--- src/rtl/sar_avg_sched.sv ---
// sar_avg_sched: schedules periodic SAR start pulses and averages 2^AVG_LOG2 results per output.
// Define AVG_ROUND_EN for round-half-up averaging; without it the average truncates.
module sar_avg_sched #(
  parameter int ADC_WIDTH = 8,
  parameter int AVG_LOG2  = 2,
  parameter int PERIOD    = 16,
  parameter int TIMEOUT   = 32
) (
  input  logic                 clk,
  input  logic                 rst,
  input  logic                 enable,
  output logic                 start,
  input  logic                 den,
  input  logic [ADC_WIDTH-1:0] din,
  output logic [ADC_WIDTH-1:0] avg_data,
  output logic                 avg_valid,
  input  logic                 avg_ready,
  output logic                 overrun,
  output logic                 timeout,
  input  logic                 clr_err
);
  localparam int PCW  = (PERIOD > 1) ? $clog2(PERIOD) : 1;
  localparam int TCW  = (TIMEOUT > 1) ? $clog2(TIMEOUT) : 1;
  localparam int SCW  = (AVG_LOG2 > 0) ? AVG_LOG2 : 1;
  localparam int ACCW = ADC_WIDTH + AVG_LOG2;
  localparam int SUMW = ACCW + 1;
  localparam logic [PCW-1:0] P_LAST = PCW'(PERIOD - 1);
  localparam logic [TCW-1:0] T_LAST = TCW'(TIMEOUT - 1);
  localparam logic [SCW-1:0] S_LAST = SCW'((1 << AVG_LOG2) - 1);
`ifdef AVG_ROUND_EN
  localparam logic [SUMW-1:0] RND = SUMW'((1 << AVG_LOG2) >> 1);
`else
  localparam logic [SUMW-1:0] RND = '0;
`endif

  typedef enum logic {ST_IDLE = 1'b0, ST_WAIT = 1'b1} state_t;

  state_t               state_q, state_d;
  logic [PCW-1:0]       pcnt_q, pcnt_d;
  logic [TCW-1:0]       tcnt_q, tcnt_d;
  logic [SCW-1:0]       scnt_q, scnt_d;
  logic [ACCW-1:0]      acc_q, acc_d;
  logic                 start_q, start_d;
  logic [ADC_WIDTH-1:0] avg_data_q, avg_data_d;
  logic                 avg_valid_q, avg_valid_d;
  logic                 overrun_q, overrun_d;
  logic                 timeout_q, timeout_d;

  logic            go_wait, sample, tmo_hit, blk_done;
  logic [SUMW-1:0] sum, shifted;
  logic            unused_hi;

  always_ff @(posedge clk) begin
    if (rst) begin
      state_q     <= ST_IDLE;
      pcnt_q      <= '0;
      tcnt_q      <= '0;
      scnt_q      <= '0;
      acc_q       <= '0;
      start_q     <= 1'b0;
      avg_data_q  <= '0;
      avg_valid_q <= 1'b0;
      overrun_q   <= 1'b0;
      timeout_q   <= 1'b0;
    end else begin
      state_q     <= state_d;
      pcnt_q      <= pcnt_d;
      tcnt_q      <= tcnt_d;
      scnt_q      <= scnt_d;
      acc_q       <= acc_d;
      start_q     <= start_d;
      avg_data_q  <= avg_data_d;
      avg_valid_q <= avg_valid_d;
      overrun_q   <= overrun_d;
      timeout_q   <= timeout_d;
    end
  end

  assign go_wait  = (state_q == ST_IDLE) && enable && (pcnt_q == P_LAST);
  assign sample   = (state_q == ST_WAIT) && den;
  assign tmo_hit  = (state_q == ST_WAIT) && !den && (tcnt_q == T_LAST);
  assign blk_done = sample && (scnt_q == S_LAST);

  // Sum is one bit wider than acc so the rounding add can never wrap.
  assign sum       = SUMW'(acc_q) + SUMW'(din) + RND;
  assign shifted   = sum >> AVG_LOG2;
  assign unused_hi = ^shifted[SUMW-1:ADC_WIDTH];

  always_comb begin
    state_d = state_q;
    case (state_q)
      ST_IDLE: if (go_wait) state_d = ST_WAIT;
      ST_WAIT: if (sample || tmo_hit) state_d = ST_IDLE;
      default: state_d = ST_IDLE;
    endcase
  end

  always_comb begin
    start_d = go_wait;

    // pcnt keeps running through WAIT so start-to-start spacing stays PERIOD.
    pcnt_d = pcnt_q;
    if (!enable || go_wait) pcnt_d = '0;
    else if (pcnt_q != P_LAST) pcnt_d = pcnt_q + PCW'(1);

    tcnt_d = tcnt_q;
    if (go_wait) tcnt_d = '0;
    else if ((state_q == ST_WAIT) && (tcnt_q != T_LAST)) tcnt_d = tcnt_q + TCW'(1);

    acc_d  = acc_q;
    scnt_d = scnt_q;
    if (blk_done) begin
      acc_d  = '0;
      scnt_d = '0;
    end else if (sample) begin
      acc_d  = acc_q + ACCW'(din);
      scnt_d = scnt_q + SCW'(1);
    end
    if ((sample || tmo_hit) && !enable) begin
      acc_d  = '0;
      scnt_d = '0;
    end

    avg_data_d  = blk_done ? shifted[ADC_WIDTH-1:0] : avg_data_q;
    avg_valid_d = blk_done || (avg_valid_q && !avg_ready);
    overrun_d   = (blk_done && avg_valid_q && !avg_ready) || (overrun_q && !clr_err);
    timeout_d   = tmo_hit || (timeout_q && !clr_err);
  end

  assign start     = start_q;
  assign avg_data  = avg_data_q;
  assign avg_valid = avg_valid_q;
  assign overrun   = overrun_q;
  assign timeout   = timeout_q;

endmodule

--- config.mk ---
export PLATFORM = sky130hd
export DESIGN_NAME = sar_avg_sched
export DESIGN_NICKNAME = d
export VERILOG_FILES = /design/src/rtl/sar_avg_sched.sv
export SDC_FILE = /design/constraint.sdc
export NUM_CORES = 1
export LEC_CHECK = 0
export CAP_MARGIN = 5
export CORE_MARGIN = 4
export CORE_UTILIZATION = 50
export CTS_CLUSTER_DIAMETER = 80
export DETAILED_ROUTE_END_ITERATION = 12
export PLACE_DENSITY = 0.84
export SETUP_SLACK_MARGIN = 0.1
export SLEW_MARGIN = 10
export SYNTH_ARGS = -nofsm -noshare
export SYNTH_HDL_FRONTEND = slang
export SYNTH_SLANG_ARGS = --single-unit
--- constraint.sdc ---
create_clock -name clk -period 3.98 [get_ports clk]
set_input_delay 0.796 -clock clk [delete_from_list [all_inputs] [get_ports clk]]
set_output_delay 0.796 -clock clk [all_outputs]
set_load 0.05 [all_outputs]
==> results of run 1 <==
layout make-up:
| type | instances | area, um^2 | share of cell area (%) |
|---|---|---|---|
| clock buffer | 7 | 55.1 | 2.63 |
| clock inverter | 1 | 5.00 | 0.239 |
| inverter | 9 | 33.8 | 1.61 |
| multi-input combinational | 162 | 1010 | 48.0 |
| sequential | 34 | 681 | 32.5 |
| tap | 46 | 57.6 | 2.75 |
| timing repair buffer | 26 | 258 | 12.3 |
flip-flops by register name, indices dropped and copies added (netlist names):
| register | flops |
|---|---|
| acc_q | 10 |
| avg_data | 8 |
| avg_valid | 1 |
| overrun | 1 |
| pcnt_q | 4 |
| scnt_q | 2 |
| start | 1 |
| state_q | 1 |
| tcnt_q | 5 |
| timeout | 1 |
placed cells by master, fill, tap and decap left out, types with 5 or more instances in the layout:
master	count
a21o_1	5
xor2_1	5
clkbuf_4	5
xnor2_1	6
a211oi_1	5
nand2b_1	5
nand2_1	26
nor3_1	6
o21ai_0	6
clkdlybuf4s50_1	25
a21oi_1	18
nand3_1	10
inv_1	9
ha_1	12
dfxtp_1	34
nor2_1	25
power by group through the flow:
stage	sequential (W)	combinational, W	clock (W)
after floorplan	0.000350	0.0000203	0
after global placement	0.000350	0.0000398	0
after detailed placement	0.000350	0.0000404	0
after CTS	0.000342	0.0000406	0.000207
after global routing	0.000342	0.0000457	0.000221
final	0.000342	0.0000406	0.000200
worst register-to-register path, cell delays in order (launching register included):
cell and delay (ns):
dfxtp_1 0.35, ha_1 0.19, inv_1 0.06, fa_1 0.38, nand2b_1 0.19, a21o_1 0.18
a21oi_2 0.18, xnor2_1 0.10, a211oi_1 0.26
layer usage:
metal / track usage, % / part of all wire, %
met1: 22.1 / 46
met2: 29.3 / 48
met3: 4.33 / 4.4
met4: 9.62 / 1.6
met5: 0 / 0
through the flow:
step / setup slack, ns / power (W) / instances / area (um^2) / hold WS (ns)
2_1_floorplan: 1.68 / 0.000370 / 213 / 1750 / 0.436
3_3_place_gp: 1.15 / 0.000390 / 277 / 2040 / 0.444
3_5_place_dp: 1.08 / 0.000390 / 277 / 2040 / 0.454
4_1_cts: 1.40 / 0.000590 / 285 / 2100 / 0.469
5_1_grt: 1.27 / 0.000609 / 285 / 2100 / 0.483
6_report: 1.40 / 0.000582 / 285 / 2100 / 0.467
cell families after synthesis:
family	count (synthesis)	share of synthesized area (%)
xor gates and xnor gates	11	5.49
AOI/OAI and AO/OA	48	17.5
DFF	34	38.8
and+or+nand+nor	87	23.0
buffers and inverters	17	3.85
adders and majority gates	13	9.70
muxes	3	1.71
final timing paths:
kind | endpoint | slack, ns
max | avg_data[6] | 1.40
min | acc_q[5] | 0.47
max reg2reg | avg_data[6] | 1.97
min reg2reg | acc_q[5] | 0.47
==> results.py, run 1 <==
metrics = {
    "yosys": {
        "synth_nets": 240,
        "syn_area_um2": 1750,
        "yosysTopAreaCell": "dfxtp_1",
        "synth_top_area_share_pct": 38.8,
        "synth_edf_count": 0,
        "synth_commonest_cells": "dfxtp_1, nand2_1, nor2_1, a21oi_1, ha_1",
        "synthArstFlopShare_pct": 0,
        "ys_seq_area_share_pct": 38.8,
        "post_synth.cell_area_avg_um2": 8.24,
        "yosys-top-cells-area": "dfxtp_1, ha_1, nand2_1",
        "syn_inst": 213,
        "ys_ff_latch": 34,
        "ys_warn_count": 0,
        "synth_cell_types": 37,
        "synth-main-ff-cell": "dfxtp_1",
        "synth_most_common_cell": "dfxtp_1",
    },
    "route": {
        "wirelength_um": 3610,
        "routedWlPerCell_um": 12.7,
        "ant_nets": 0,
        "drc": 0,
        "dr.first_iter.drc_count": 76,
        "vias": 1535,
        "routed_via_density": 5.39,
        "drt_pass1_iterations": 5,
    },
    "power_and_ir_drop": {
        "ir_drop_v": 0.000170,
        "power.share.clock_pct": 34.3,
        "p_int_w": 0.000447,
        "p_switching_w": 0.000135,
        "combPwrFrac_pct": 7.0,
        "p_per_area_nw_per_um2": 278,
        "sw_frac_of_total_pct": 23.2,
        "leakagePower_nw": 0.817,
        "seqPwrFrac_pct": 58.8,
    },
    "die": {
        "die_h_um": 67.2,
        "std_cell_rows": 21,
        "initial_utilization_pct": 52.2,
        "pin_count": 26,
        "die_area_um2": 4520,
        "core_um2": 3360,
        "die_w_um": 67.2,
    },
    "clock_tree": {
        "ctsResizeCount": 0,
        "cts_buffers": 5,
        "clockRootBuffer": "clkbuf_4",
        "holdBufCountCts": 0,
        "cts_tree": "yes",
        "cts_buffer_depth": 2,
        "cts_setup_buffers": 0,
        "clk_latency_ns": 0.34,
        "clk_pin_slew_worst_paths_ns": 0.09,
        "clock_sinks": 34,
        "h-tree-depth": 2,
    },
    "global_route": {
        "grt_pass1_vias": 1402,
        "antenna_found_initial": 0,
        "grt_max_degree": 15,
        "grt_use_total_pct": 18.1,
        "grt_pass1_wl_um": 6150,
        "grt_overflow": 0,
    },
    "setup_path": {
        "worstSetupPathDepth": 9,
        "path_buf_inv": 2,
        "r2r-start": "acc_q[0]",
        "critPathMaxStageDelay_ns": 0.46,
        "path_delay_family": "compound AO/OA/AOI/OAI gates",
        "worstPathCellList": "clkdlybuf4s50_1 > ha_1 > inv_1 > fa_1 > nand2b_1 > a21o_1 > a21oi_2 > xnor2_1 > a211oi_1",
        "worstPathMaxFanout": 3,
        "crit_type": "in2reg",
        "critPathSlowestCell": "clkdlybuf4s50_1",
        "arrival_ns": 2.82,
        "cp_data_required_time_ns": 4.22,
        "start_kind": "primary input",
        "r2r_cells": 8,
        "critical_path.startpoint": "din[0]",
        "crit_path_end_kind": "flip-flop",
    },
    "timing": {
        "fin_setup_tns_ns": 0,
        "finalCritPeriodShare_pct": 64.7,
        "finalHoldViolCount": 0,
        "rsz0062_at_grt": "no",
        "period_needed_ns": 2.58,
        "slew_headroom_pct": 61.6,
        "fmax_mhz": 388,
        "skew_ns": 0.00724,
        "report.final.slew_viol_count": 0,
        "worst_slew_pin_slew_ns": 0.576,
        "setup_viol": 0,
    },
    "job": {
        "cap_violations": 0,
    },
    "worst_hold_path": {
        "hp-start": "acc_q[5]",
        "worstHoldPathType": "reg2reg",
        "whs_path_depth": 2,
    },
    "placement": {
        "hpwlAfterDp_um": 2720,
        "io_buffers": 25,
        "gp_congestion": 0.842,
    },
    "cells_and_area": {
        "antenna_cells": 0,
        "drive_above_1_share_pct": 5.44,
        "nFillCells": 338,
        "fin_nets": 265,
        "utilization_pct": 62.3,
        "syn_to_final_growth_pct": 19.5,
    },
    "run_status": {
        "outcome": "finished clean",
    },
}
Power figures use the tool's default switching activity.
==> inputs of run 2 (changes only) <==
Clock period 3.98 ns to 2.4 ns, I/O delays scaled along.
==> results.py, run 2 (synthesis results as in run 1) <==
metrics = {
    "cells_and_area": {
        "utilization_pct": 65.4,
        "largest_reg_flops": 10,
        "nFillCells": 312,
        "multi_input_area_um2": 1010,
        "syn_to_final_growth_pct": 25.3,
        "regMostFlops": "acc_q",
        "fin_nets": 276,
        "final_cell_mix": "dfxtp_1, nand2_1, nor2_1, clkdlybuf4s50_1, a21oi_1",
        "drive_above_1_share_pct": 9.60,
        "antenna_cells": 0,
        "layout_commonest_cell": "dfxtp_1",
        "seqCellArea_um2": 681,
    },
    "die": {
        "core_um2": 3360,
        "initial_utilization_pct": 52.2,
        "die_area_um2": 4520,
        "die_h_um": 67.2,
        "die_w_um": 67.2,
        "std_cell_rows": 21,
        "pin_count": 26,
    },
    "clock_tree": {
        "clk_pin_slew_worst_paths_ns": 0.10,
        "cts_setup_buffers": 0,
        "clockRootBuffer": "clkbuf_4",
        "h-tree-depth": 2,
        "cts_tree": "yes",
        "cts_buffer_depth": 2,
        "clock_sinks": 34,
        "cts_buffers": 5,
        "clk_latency_ns": 0.34,
    },
    "global_route": {
        "grt_use_met1_pct": 23.1,
        "grt_pass1_vias": 1486,
        "met3_usage_pct": 5.16,
        "grt_max_degree": 14,
        "grt_pass1_wl_um": 6470,
        "grt_use_total_pct": 18.8,
        "grt.met2_usage_pct": 31.7,
        "busiest_layer": "met2",
        "antenna_found_initial": 0,
        "grt_overflow": 0,
    },
    "setup_path": {
        "cp_data_required_time_ns": 2.67,
        "critPathMaxStageDelay_ns": 0.46,
        "r2r_cells": 8,
        "crit_path_end_kind": "flip-flop",
        "critPathCapture": "avg_data[6]",
        "critPathSlowestCell": "clkdlybuf4s50_1",
        "r2r-start": "acc_q[0]",
        "crit_type": "in2reg",
        "arrival_ns": 2.43,
        "r2r-end": "avg_data[6]",
        "critical_path.startpoint": "din[0]",
        "rrSetupSlack_ns": 0.49,
        "worstPathCellList": "clkdlybuf4s50_1 > ha_1 > inv_1 > fa_1 > nand2b_1 > a21o_1 > a21oi_2 > xnor2_1 > a211oi_2",
        "worstPathMaxFanout": 3,
        "start_kind": "primary input",
    },
    "placement": {
        "hpwlAfterDp_um": 2860,
        "io_buffers": 25,
        "preCtsSetupSlack_ns": -0.121,
        "gp_congestion": 0.852,
    },
    "timing": {
        "rsz0062_at_grt": "no",
        "finalCritPeriodShare_pct": 90.3,
        "finalHoldViolCount": 0,
        "fin_ws_ns": 0.232,
        "skew_ns": 0.00715,
        "fmax_mhz": 461,
        "period_needed_ns": 2.17,
        "worst_slew_pin_slew_ns": 0.500,
        "report.final.slew_viol_count": 0,
        "setup_viol": 0,
        "slew_headroom_pct": 66.6,
    },
    "route": {
        "drc": 0,
        "vias": 1598,
        "ant_nets": 0,
        "wirelength_um": 3800,
        "dr.first_iter.drc_count": 112,
        "routedWlPerCell_um": 12.8,
        "routed_via_density": 5.40,
        "drt_pass1_iterations": 4,
    },
    "power_and_ir_drop": {
        "p_per_area_nw_per_um2": 481,
        "leakagePower_nw": 0.876,
        "ir_drop_v": 0.000250,
    },
    "worst_hold_path": {
        "worstHoldPathType": "reg2reg",
    },
    "run_status": {
        "outcome": "finished clean",
    },
    "job": {
        "cap_violations": 0,
    },
}
==> run 2: changes by cell type in the layout (fill, tap and decap cells not counted), sizes merged <==
cell | before | now
bufinv | 0 | 1
buf | 1 | 12
clkinv | 1 | 0
==> run 2: critical path, delay by kind of cell <==
family	cells	cell delay, ns
adders and majority gates	2	0.55
AOI/OAI and AO/OA	3	0.60
xor gates and xnor gates	1	0.11
and+or+nand+nor	1	0.18
buffers and inverters	2	0.52
==> run 2: metrics by stage <==
stage / cells / hold WS, ns / power (W) / TNS (ns) / cell area (um^2)
after floorplan: 213 / 0.436 / 0.000614 / 0 / 1750
after global placement: 288 / 0.442 / 0.000652 / -0.169 / 2120
after detailed placement: 288 / 0.447 / 0.000653 / -0.343 / 2120
after CTS: 296 / 0.462 / 0.00106 / 0 / 2190
after global routing: 296 / 0.483 / 0.00110 / 0 / 2200
final: 296 / 0.458 / 0.00106 / 0 / 2200
==> run 2: worst min path at each step <==
stage	start	to	slack (ns)	cells past startpoint
3_5_place_dp	avg_data[1]	avg_data[1]	0.45	2
2_1_floorplan	acc_q[5]	acc_q[5]	0.44	2
4_1_cts	avg_data[1]	avg_data[1]	0.46	2
3_3_place_gp	avg_data[3]	avg_data[3]	0.44	2
5_1_grt	avg_data[3]	avg_data[3]	0.48	2
6_report	avg_data[1]	avg_data[1]	0.46	2
==> run 2: cell type report <==
cell class	count	share of cell area (%)
well taps	46	2.62
inverters	9	1.54
clock buffers	7	2.05
clock inverters	1	1.37
flip-flops and latches	34	31.0
repair buffers	37	15.5
multi-input cells	162	46.0
==> run 2: repair_timing <==
| action | in CTS | in global routing |
|---|---|---|
| setup endpoints to repair | 0 | 1 |
| hold buffers | 0 | 0 |
| hold endpoints to repair | 0 | 0 |
| resized for setup | 0 | 1 |
==> run 2: where the power goes <==
part | switching (W) | leakage [nW] | internal (W)
registers | 0.00000202 | 0.274 | 0.000565
clock network | 0.000195 | 0.0395 | 0.000221
logic | 0.0000356 | 0.563 | 0.0000385
==> run 2: layer usage <==
layer | part of all wire (%) | vias to the layer above | wire length (um)
met5 | 0 | - | 0
met4 | 1.4 | 0 | 53
met3 | 5.1 | 5 | 193
met2 | 47 | 39 | 1800
met1 | 46 | 738 | 1750
li1 | - | 816 | -
